===== src/rtl/rc4_pkg.sv =====
// Shared state encodings and constants for the RC4 stream engine.
package rc4_pkg;

  typedef logic [3:0] state_t;

  localparam state_t ST_IDLE  = 4'd0;
  localparam state_t ST_INIT  = 4'd1;
  localparam state_t ST_K_RDI = 4'd2;
  localparam state_t ST_K_RDJ = 4'd3;
  localparam state_t ST_K_WRI = 4'd4;
  localparam state_t ST_K_WRJ = 4'd5;
  localparam state_t ST_P_IN  = 4'd6;
  localparam state_t ST_P_RDJ = 4'd7;
  localparam state_t ST_P_WRI = 4'd8;
  localparam state_t ST_P_WRJ = 4'd9;
  localparam state_t ST_P_RDK = 4'd10;
  localparam state_t ST_P_OUT = 4'd11;
  localparam state_t ST_D_INC = 4'd12;

  // S-box RAM returns read data one cycle after the address
  localparam int unsigned RAM_RD_LATENCY = 1;

endpackage


===== src/rtl/rc4_stream_engine_key_sel.sv =====
// Key-byte selector: wrapping byte index (compare-and-clear) plus byte mux, MSB byte first.
module rc4_key_sel #(
  parameter int unsigned RAM_WIDTH  = 8,
  parameter int unsigned KEY_LENGTH = 3
) (
  input  logic                                 clk,
  input  logic                                 reset,
  input  logic [KEY_LENGTH-1:0][RAM_WIDTH-1:0] key,
  input  logic                                 advance,
  input  logic                                 clear,
  output logic [RAM_WIDTH-1:0]                 key_byte_c
);

  localparam int unsigned IW = (KEY_LENGTH > 1) ? $clog2(KEY_LENGTH) : 1;

  logic [IW-1:0] idx;

  always_ff @(posedge clk) begin
    if (reset || clear) begin
      idx <= '0;
    end else if (advance) begin
      idx <= (idx == IW'(KEY_LENGTH - 1)) ? '0 : idx + 1'b1;
    end
  end

  assign key_byte_c = key[IW'(KEY_LENGTH - 1) - idx];

endmodule


===== src/rtl/rc4_stream_engine.sv =====
// RC4 core: S-box init, key schedule, then keystream XOR over a valid/ready byte stream.
// Optional RC4_DROP_EN discards the first DROP_N keystream bytes before streaming.
module rc4_stream_engine
  import rc4_pkg::*;
#(
  parameter int unsigned RAM_WIDTH  = 8,
  parameter int unsigned KEY_LENGTH = 3,
  parameter int unsigned MSG_LENGTH = 32,
  parameter int unsigned DROP_N     = 256
) (
  input  logic                                 clk,
  input  logic                                 reset,
  input  logic                                 start,
  input  logic [KEY_LENGTH-1:0][RAM_WIDTH-1:0] key,
  output logic [RAM_WIDTH-1:0]                 ram_addr,
  output logic [RAM_WIDTH-1:0]                 ram_wdata,
  output logic                                 ram_we,
  input  logic [RAM_WIDTH-1:0]                 ram_rdata,
  input  logic [RAM_WIDTH-1:0]                 s_data,
  input  logic                                 s_valid,
  output logic                                 s_ready,
  output logic [RAM_WIDTH-1:0]                 m_data,
  output logic                                 m_valid,
  input  logic                                 m_ready,
  output logic                                 busy,
  output logic                                 done,
  output logic [3:0]                           state_tap
);

  localparam int unsigned CW  = (MSG_LENGTH > 0) ? $clog2(MSG_LENGTH + 1) : 1;
  localparam int unsigned CW1 = CW + 1;
  // DROP_N only takes effect in the RC4_DROP_EN build
`ifdef RC4_DROP_EN
  localparam int unsigned DROP_CNT = DROP_N;
`else
  localparam int unsigned DROP_CNT = DROP_N * 0;
`endif

  state_t                               state, state_nx;
  logic [RAM_WIDTH-1:0]                 i, j, si, sj, byte_q;
  logic [CW-1:0]                        cnt;
  logic [KEY_LENGTH-1:0][RAM_WIDTH-1:0] key_q;
  logic [RAM_WIDTH-1:0]                 key_byte_c, j_ksa_c, j_prga_c, k_idx_c;
  logic                                 key_adv, key_clr, last_byte_c;

`ifdef RC4_DROP_EN
  localparam int unsigned DW = (DROP_CNT > 0) ? $clog2(DROP_CNT + 1) : 1;
  logic [DW-1:0] drop_cnt;
  logic          dropping;
  logic          drop_last_c;
  assign drop_last_c = (drop_cnt == DW'(DROP_CNT - 1));
`endif

  rc4_key_sel #(.RAM_WIDTH(RAM_WIDTH), .KEY_LENGTH(KEY_LENGTH)) u_key_sel (
    .clk        (clk),
    .reset      (reset),
    .key        (key_q),
    .advance    (key_adv),
    .clear      (key_clr),
    .key_byte_c (key_byte_c)
  );

  assign j_ksa_c     = j + ram_rdata + key_byte_c;
  assign j_prga_c    = j + ram_rdata;
  assign k_idx_c     = si + sj;
  assign last_byte_c = (CW1'(cnt) + CW1'(1)) >= CW1'(MSG_LENGTH);
  assign state_tap   = state;
  // Keystream read address is held through P_OUT, so rdata and m_data stay stable
  assign m_data      = (state == ST_P_OUT) ? (ram_rdata ^ byte_q) : '0;

  always_ff @(posedge clk) begin
    if (reset) state <= ST_IDLE;
    else       state <= state_nx;
  end

  always_comb begin
    state_nx  = state;
    ram_addr  = '0;
    ram_wdata = '0;
    ram_we    = 1'b0;
    key_adv   = 1'b0;
    key_clr   = 1'b0;
    case (state)
      ST_IDLE: begin
        key_clr = 1'b1;
        if (start) state_nx = ST_INIT;
      end
      ST_INIT: begin
        ram_addr  = i;
        ram_wdata = i;
        ram_we    = 1'b1;
        if (&i) state_nx = ST_K_RDI;
      end
      ST_K_RDI: begin
        ram_addr = i;
        state_nx = ST_K_RDJ;
      end
      ST_K_RDJ: begin
        ram_addr = j_ksa_c;
        state_nx = ST_K_WRI;
      end
      ST_K_WRI: begin
        ram_addr  = i;
        ram_wdata = ram_rdata;
        ram_we    = 1'b1;
        state_nx  = ST_K_WRJ;
      end
      ST_K_WRJ: begin
        ram_addr  = j;
        ram_wdata = si;
        ram_we    = 1'b1;
        key_adv   = 1'b1;
        if (!(&i))                 state_nx = ST_K_RDI;
        else if (MSG_LENGTH == 0)  state_nx = ST_IDLE;
        else if (DROP_CNT != 0)    state_nx = ST_D_INC;
        else                       state_nx = ST_P_IN;
      end
      ST_P_IN: begin
        ram_addr = i + 1'b1;
        if (s_valid) state_nx = ST_P_RDJ;
      end
      ST_P_RDJ: begin
        ram_addr = j_prga_c;
        state_nx = ST_P_WRI;
      end
      ST_P_WRI: begin
        ram_addr  = i;
        ram_wdata = ram_rdata;
        ram_we    = 1'b1;
        state_nx  = ST_P_WRJ;
      end
      ST_P_WRJ: begin
        ram_addr  = j;
        ram_wdata = si;
        ram_we    = 1'b1;
        state_nx  = ST_P_RDK;
      end
      ST_P_RDK: begin
        ram_addr = k_idx_c;
        state_nx = ST_P_OUT;
`ifdef RC4_DROP_EN
        if (dropping) state_nx = drop_last_c ? ST_P_IN : ST_D_INC;
`endif
      end
      ST_P_OUT: begin
        ram_addr = k_idx_c;
        if (m_ready) state_nx = last_byte_c ? ST_IDLE : ST_P_IN;
      end
`ifdef RC4_DROP_EN
      ST_D_INC: begin
        ram_addr = i + 1'b1;
        state_nx = ST_P_RDJ;
      end
`endif
      default: state_nx = ST_IDLE;
    endcase
  end

  // Datapath registers and registered stream/status flags
  always_ff @(posedge clk) begin
    if (reset) begin
      i       <= '0;
      j       <= '0;
      si      <= '0;
      sj      <= '0;
      byte_q  <= '0;
      cnt     <= '0;
      key_q   <= '0;
      done    <= 1'b0;
      s_ready <= 1'b0;
      m_valid <= 1'b0;
      busy    <= 1'b0;
`ifdef RC4_DROP_EN
      drop_cnt <= '0;
      dropping <= 1'b0;
`endif
    end else begin
      s_ready <= (state_nx == ST_P_IN);
      m_valid <= (state_nx == ST_P_OUT);
      busy    <= (state_nx != ST_IDLE);
      case (state)
        ST_IDLE: if (start) begin
          key_q <= key;
          done  <= 1'b0;
          cnt   <= '0;
          i     <= '0;
          j     <= '0;
        end
        ST_INIT: i <= i + 1'b1;
        ST_K_RDJ: begin
          si <= ram_rdata;
          j  <= j_ksa_c;
        end
        ST_K_WRI: sj <= ram_rdata;
        ST_K_WRJ: begin
          i <= i + 1'b1;
          if (&i) begin
            j <= '0;
            if (MSG_LENGTH == 0) done <= 1'b1;
`ifdef RC4_DROP_EN
            dropping <= (DROP_CNT != 0);
            drop_cnt <= '0;
`endif
          end
        end
        ST_P_IN: if (s_valid) begin
          byte_q <= s_data;
          i      <= i + 1'b1;
        end
        ST_P_RDJ: begin
          si <= ram_rdata;
          j  <= j_prga_c;
        end
        ST_P_WRI: sj <= ram_rdata;
        ST_P_OUT: if (m_ready) begin
          cnt <= cnt + 1'b1;
          if (last_byte_c) done <= 1'b1;
        end
`ifdef RC4_DROP_EN
        ST_P_RDK: if (dropping) begin
          drop_cnt <= drop_cnt + 1'b1;
          if (drop_last_c) dropping <= 1'b0;
        end
        ST_D_INC: i <= i + 1'b1;
`endif
        default: ;
      endcase
    end
  end

endmodule


===== config.mk =====
export PLATFORM = sky130hd
export DESIGN_NAME = rc4_stream_engine
export DESIGN_NICKNAME = d
export VERILOG_FILES = /design/src/rtl/rc4_pkg.sv /design/src/rtl/rc4_stream_engine_key_sel.sv /design/src/rtl/rc4_stream_engine.sv
export SDC_FILE = /design/constraint.sdc
export NUM_CORES = 1
export LEC_CHECK = 0
export ABC_AREA = 1
export BUFFER_PORTS_ARGS = -buffer_cell sky130_fd_sc_hd__buf_2
export CAP_MARGIN = 20
export CELL_PAD_IN_SITES_DETAIL_PLACEMENT = 1
export CELL_PAD_IN_SITES_GLOBAL_PLACEMENT = 1
export CORE_ASPECT_RATIO = 1.1
export CORE_MARGIN = 2
export CORE_UTILIZATION = 44
export CTS_CLUSTER_DIAMETER = 100
export CTS_CLUSTER_SIZE = 10
export DETAILED_ROUTE_END_ITERATION = 6
export PLACE_DENSITY = 0.95
export SLEW_MARGIN = 10
export SYNTH_ARGS = -nofsm -noshare
export SYNTH_HDL_FRONTEND = slang
export SYNTH_SLANG_ARGS = --single-unit

===== constraint.sdc =====
create_clock -name clk -period 8.6 [get_ports clk]
set_input_delay 1.72 -clock clk [delete_from_list [all_inputs] [get_ports clk]]
set_output_delay 1.72 -clock clk [all_outputs]
set_load 0.01 [all_outputs]

==> summary.md, run 1 <==
| Metric | Value |
|---|---|
| Status | `finished, final reports clean` |
| Clk_skew | `6.503 ps` |
| Worst-Skew Late Latency | `350 ps` |
| Root buf cell | `clkbuf_16` |
| # clock sinks | `80` |
| GR Util met2 | `0.5290` |
| Final #Nets | `866` |
| GRT Overall Usage | `0.3010` |
| Worst setup startpoint | `ram_rdata[0]` |
| Average size of a mapped cell | `6.769 um2` |
| Final Hold Fails | `0` |
| Synth Register Bits | `80` |
| GRT busiest layer | `met2` |
| Reg-to-Reg Start | `u_key_sel.idx[0]` |
| Worst-margin pin slew | `906.5 ps` |
| # fillers | `1,493` |
| Critical path cell sequence | `buf_2 -> ha_1 -> inv_1 -> fa_1 -> nor2_1 -> nor2_1 -> o21bai_1 -> nand2_1 -> nand2_1 -> inv_1 -> ha_1 -> a21oi_1 -> o21ai_0 -> a21oi_1 -> inv_1 -> nand3_1 -> nand3_1 -> nand3b_1 -> buf_2` |
| Peak supply drop | `0.09607 mV` |
| CP Capture Type | `output port` |
| Max Root-Sink Buffers | `2` |
| Worst setup SP type | `primary input` |
| Crit path required time | `6880 ps` |
| Placed cell count | `928` |
| Slew HR | `0.3957` |
| Initial DRC Count | `341` |
| Syn-to-layout area delta | `17.01%` |
| H-tree level count | `3` |
| Hold buffer count at CTS | `0` |
| Post-synth cell types | `44` |
| Post-CTS Setup Inserts | `0` |
| Hold path start | `key_q[7]` |
| Tmin final | `6326 ps` |
| Worst hold margin | `455.7 ps` |
| Most frequent cells in the layout | `nand2_1 (150), a21oi_1 (89), inv_1 (80), dfxtp_1 (80), buf_2 (77)` |
| CTS tree | `built` |
| Die W | `104.8 um` |
| TritonCTS buffer count | `9` |
| RSZ-0062 raised after global routing | `no` |
| Max Freq | `158.1 MHz` |
| Port-buffer cells | `77` |
| Die height | `114.9 um` |
| R2R depth | `14` |
| Sequential area share after synthesis | `0.3255` |
| Vias in the first global route | `5,592` |
| Pre-Repair DR Iteration Count | `5` |
| R2r setup slk | `4560 ps` |
| I/O Pins | `78` |
| DRC viols | `0` |
| Endpoint, Worst Hold | `key_q[7]` |
| Cell area after synthesis | `4921 um2` |
| Largest net degree at the start of global routing | `43` |
| Syn Inst Count | `727` |
| Max incr delay on CP | `400 ps` |
| Max cap viols | `0` |
| Power density over the cells | `163.7 nW/um2` |
| Final setup fails | `0` |
| Antenna violations before repair | `0` |
| Die area | `12,050 um2` |
| Hold depth | `2` |
| Routed len/inst | `19.08 um` |
| GPL Wtd Cong | `0.9695` |
| YS warnings | `0` |
| # rows | `40` |
| Crit path kind | `in -> out` |
| Vias per cell | `5.733` |
| Grt ovf | `0` |
| CP max-delay cell | `fa_1` |
| Critical path buffer and inverter count | `5` |
| CTS-repair resized insts | `0` |
| Pwr Total | `0.9424 mW` |
| Worst r2r dst | `j[6]` |
| HPWL Detailed | `13,130 um` |
| ANT cells | `0` |
| Drt total wl | `18,030 um` |
| Finished Layout Cells | `945` |
| Share of cells above drive strength 1 | `0.1629` |
| Global-route wire length before repair | `28,510 um` |
| Final Max Slew Viols | `0` |
| Tcrit/Tclk final | `0.7355` |
| Core area | `10,910 um2` |
| Met1 Usage GRT | `0.3634` |
| Post-Syn Nets | `800` |
| Commonest non-fill, non-tap cell in the layout | `nand2_1` |
| Tightest Hold Check Type | `reg -> reg` |
| Final ANT Viol Nets | `0` |
| Total number of vias | `5,418` |
| Final setup TNS | `0 ps` |
| Initial Util | `0.4510` |
| Worst Path Arrival | `4610 ps` |
| Worst path top cell family by delay | `adder cells` |
| Static Leak | `2.665 nW` |
| Cell mode on critical path | `inv_1` |
| Met3 GRT Util | `0.05499` |
| CP max FO | `5` |
| Clock transition at path regs | `60 ps` |
==> worst register-to-register path, stage by stage, from the launching register on <==
cell and delay (ps):
dfxtp_1 560, clkinv_1 510, ha_1 690, inv_1 220
a221oi_1 570, inv_1 140, fa_1 470, inv_1 100
nand4_1 100, o211ai_1 140, a21oi_1 90, o21ai_0 120
nand3_1 110, nand2_1 80, inv_1 50
==> metal layers <==
metal,up-vias,share of wire
li1,2543,-
met1,2636,0.42
met2,194,0.50
met3,45,0.051
met4,0,0.032
met5,-,0
==> layout make-up <==
type,instances,area [um2],share of cell area
Multi-Input combinational cell,529,2864,0.4974
Tap cell,147,183.9,0.03194
Timing Repair Buffer,79,427.9,0.07432
Clock inverter,7,102.6,0.01782
Inverter,94,352.8,0.06128
Clock buffer,9,225.2,0.03911
Sequential cell,80,1602,0.2781
==> cell families (layout without fill, tap and decap cells) <==
| logic type | after synthesis | count (layout) | share of synthesized area |
|---|---|---|---|
| AO/OA/AOI/OAI | 173 | 173 | 0.1948 |
| XOR/XNOR | 18 | 18 | 0.03204 |
| adder cells (fa/ha/maj) | 28 | 28 | 0.07577 |
| buffers and inverters | 118 | 189 | 0.09255 |
| flip-flops | 80 | 80 | 0.3255 |
| AND/OR/NAND/NOR | 310 | 310 | 0.2794 |
==> synthesized netlist by cell type (all sizes together) <==
library cell / count / area (um2)
and2: 1 / 6.260
ha: 25 / 312.8
fa: 3 / 60.06
nand3: 65 / 330.3
xor2: 10 / 87.58
a22oi: 3 / 22.52
or2: 6 / 37.54
nor3: 6 / 30.03
nand2: 155 / 604.3
o211ai: 6 / 45.04
nand3b: 2 / 15.01
o31ai: 5 / 37.54
o22ai: 2 / 12.51
a22o: 1 / 8.760
nand4: 11 / 68.82
a21oi: 90 / 461.7
and3: 1 / 6.260
o21ai: 51 / 259.0
clkbuf: 15 / 56.30
a211oi: 2 / 15.01
o21a: 1 / 7.510
inv: 93 / 349.1
a31oi: 5 / 31.28
nor2: 61 / 261.5
clkinv: 1 / 3.750
a221oi: 2 / 17.52
o21bai: 4 / 30.03
nor3b: 2 / 15.01
buf: 9 / 46.29
o211a: 1 / 10.01
dfxtp: 80 / 1602
xnor2: 8 / 70.07
==> flip-flops by register name, summed over array words and instances, names as in the netlist <==
name           cells
m_valid            1
si                 8
byte_q             8
u_key_sel.idx      2
sj                 8
s_ready            1
i                  8
done               1
busy               1
cnt                6
j                  8
key_q             24
state_tap          4
==> worst max-delay path by stage <==
stage	end	slack (ps)	depth (start not counted)
2_1_floorplan	ram_addr[7]	3080	17
3_3_place_gp	ram_addr[7]	2480	19
3_5_place_dp	ram_addr[7]	2360	19
4_1_cts	ram_addr[7]	2300	19
5_1_grt	ram_addr[7]	2070	19
6_report	ram_addr[7]	2270	19
==> through the flow <==
| step | setup slack [ps] | instance area [um2] | util |
|---|---|---|---|
| after global routing | 2071 | 5758 | 0.5278 |
| after global placement | 2479 | 5388 | 0.4938 |
| after floorplan | 3079 | 4921 | - |
| after detailed placement | 2355 | 5403 | 0.4952 |
| final | 2274 | 5758 | 0.5278 |
| after CTS | 2302 | 5731 | 0.5252 |
==> power by group <==
| group | total (mW) | switching (mW) | leakage, nW | internal, mW |
|---|---|---|---|---|
| logic | 0.124 | 0.0831 | 1.86 | 0.0410 |
| registers | 0.388 | 0.00584 | 0.651 | 0.382 |
| clock network | 0.431 | 0.173 | 0.157 | 0.258 |
| total | 0.942 | 0.262 | 2.67 | 0.680 |
No activity file was read; power rests on OpenSTA's default activity.
==> run 2: changes to the inputs <==
--- a/config.mk
+++ b/config.mk
@@ -12,11 +12,11 @@
 export CELL_PAD_IN_SITES_GLOBAL_PLACEMENT = 1
 export CORE_ASPECT_RATIO = 1.1
 export CORE_MARGIN = 2
-export CORE_UTILIZATION = 44
+export CORE_UTILIZATION = 41
 export CTS_CLUSTER_DIAMETER = 100
 export CTS_CLUSTER_SIZE = 10
 export DETAILED_ROUTE_END_ITERATION = 6
-export PLACE_DENSITY = 0.95
+export PLACE_DENSITY = 0.9
 export SLEW_MARGIN = 10
 export SYNTH_ARGS = -nofsm -noshare
 export SYNTH_HDL_FRONTEND = slang
==> constraint.sdc (replaced) <==
create_clock -name clk -period 6.1 [get_ports clk]
set_input_delay 1.22 -clock clk [delete_from_list [all_inputs] [get_ports clk]]
set_output_delay 1.22 -clock clk [all_outputs]
set_load 0.01 [all_outputs]
==> run 2 against run 1 <==
  * Sequential share of layout area is 0.13 points higher
  * Flip-flop and latch count unchanged
  * Worst setup slack worse by 1500 ps
  * First-iteration DRC count is 25% lower
  * Die area increased by 7.0%
  * Wire length down 3.6%
  * Critical path depth shrank 7
  * Sequential power increased by 41%
  * Combinational power up 36%
  * Global-route usage is 2.3 points lower
  * Cell count up 0.32%
  * Clock power up 31%
  * Critical endpoint is now ram_addr[4]
  * Largest cell class unchanged
==> summary.md, run 2 (synthesized netlist as in run 1, its figures left out) <==
| Metric | Value |
|---|---|
| Status | `finished, final reports clean` |
| # fillers | `1,582` |
| Initial Util | `0.4245` |
| Worst-Skew Late Latency | `350 ps` |
| I/O Pins | `78` |
| Tightest Hold Check Type | `reg -> reg` |
| Worst r2r dst | `j[6]` |
| Vias per cell | `5.624` |
| Max cap viols | `0` |
| # rows | `41` |
| Worst Path Arrival | `4140 ps` |
| Share of cells above drive strength 1 | `0.1629` |
| Total number of vias | `5,332` |
| Clk_skew | `8.172 ps` |
| CP max FO | `17` |
| CP Capture Type | `output port` |
| R2r setup slk | `2300 ps` |
| Die W | `108.5 um` |
| Peak supply drop | `0.1453 mV` |
| Antenna violations before repair | `0` |
| GPL Wtd Cong | `0.9314` |
| Hold path start | `done` |
| Most frequent cells in the layout | `nand2_1 (150), a21oi_1 (89), inv_1 (80), dfxtp_1 (80), buf_2 (77)` |
| Reg-to-Reg Start | `u_key_sel.idx[0]` |
| HPWL Detailed | `13,160 um` |
| H-tree level count | `3` |
| Grt ovf | `0` |
| Largest register by flop count | `key_q` |
| CTS-repair resized insts | `0` |
| Final setup fails | `0` |
| Drt total wl | `17,380 um` |
| TritonCTS buffer count | `9` |
| Tcrit/Tclk final | `0.8782` |
| Placed cell area | `5426 um2` |
| RSZ-0062 raised after global routing | `no` |
| # clock sinks | `80` |
| Power density over the cells | `223.3 nW/um2` |
| Design area | `5731 um2` |
| Die height | `118.9 um` |
| Crit path kind | `reg -> out` |
| Port-buffer cells | `77` |
| Die area | `12,900 um2` |
| Post-CTS Setup Inserts | `0` |
| Core area | `11,590 um2` |
| Max Freq | `186.7 MHz` |
| Final Max Slew Viols | `0` |
| ANT cells | `0` |
| Slew HR | `0.3935` |
| Tmin final | `5357 ps` |
| Hold buffer count at CTS | `0` |
| Global-route wire length before repair | `27,900 um` |
| Initial DRC Count | `257` |
| Final #Nets | `866` |
| DRC viols | `0` |
| Worst setup SP type | `register` |
| Root buf cell | `clkbuf_16` |
| Crit path required time | `4880 ps` |
| Syn-to-layout area delta | `16.45%` |
| Largest net degree at the start of global routing | `43` |
| Hold depth | `2` |
| Pre-Repair DR Iteration Count | `5` |
| R2R depth | `14` |
| Final Hold Fails | `0` |
| Vias in the first global route | `5,487` |
| Largest register FFs | `24` |
| Max Root-Sink Buffers | `2` |
| Routed len/inst | `18.33 um` |
| Endpoint, Worst Hold | `done` |
| Final setup TNS | `0 ps` |
| GRT Overall Usage | `0.2784` |
| Static Leak | `2.645 nW` |
| CTS tree | `built` |
| Final ANT Viol Nets | `0` |
| Clock transition at path regs | `60 ps` |
| Worst-margin pin slew | `909.7 ps` |
| Commonest non-fill, non-tap cell in the layout | `nand2_1` |
-- run 2: metrics by stage --
stage	setup slack [ps]	util	std cells	power, mW	hold WS (ps)
global placement	992.0	0.4657	931	0.7136	434.7
global route	350.2	0.4943	948	1.333	474.7
floorplan	1579	-	727	0.6619	429.7
CTS	765.6	0.4943	948	1.284	452.2
finish	743.2	0.4943	948	1.280	446.7
detailed placement	832.7	0.4681	932	0.7238	441.6
-- run 2: power breakdown --
group          leakage, nW  internal [mW]  total (mW)  switching (mW)
sequential           0.651          0.538       0.547         0.00857
clock                0.139          0.322       0.564           0.243
combinational         1.86         0.0565       0.169           0.112
-- run 2: worst max path at each step --
stage | startpoint | end | slack [ps]
after global placement | ram_rdata[0] | ram_addr[7] | 990
after detailed placement | ram_rdata[0] | ram_addr[7] | 830
after floorplan | ram_rdata[0] | ram_addr[7] | 1580
after global routing | u_key_sel.idx[0] | ram_addr[6] | 350
final | u_key_sel.idx[0] | ram_addr[4] | 740
after CTS | u_key_sel.idx[0] | ram_addr[4] | 770
-- run 2: critical path, cell delays in order (launching register included) --
cell	delay [ps]
dfxtp_1	530
clkinv_1	460
ha_1	630
inv_1	210
a221oi_1	480
inv_1	120
fa_1	460
nor2_1	160
o21a_1	150
nor3_1	40
nand3b_1	220
nand4_1	150
buf_2	140
-- run 2: final cells by class --
type	count	area, um2	area share
inverter	94	352.8	0.06157
clock buffer	9	225.2	0.03930
clock inverter	7	78.83	0.01376
timing repair buffer	79	420.4	0.07336
multi-input combinational	529	2864	0.4998
tap	150	187.7	0.03275
sequential	80	1602	0.2795
-- run 2: metal layers --
layer | GRT usage | up-vias | wire (um)
met5 | 0 | - | 0
met4 | 0.1234 | 0 | 564
met3 | 0.03722 | 41 | 888
met2 | 0.4617 | 179 | 8325
li1 | - | 2553 | -
met1 | 0.3566 | 2559 | 7598
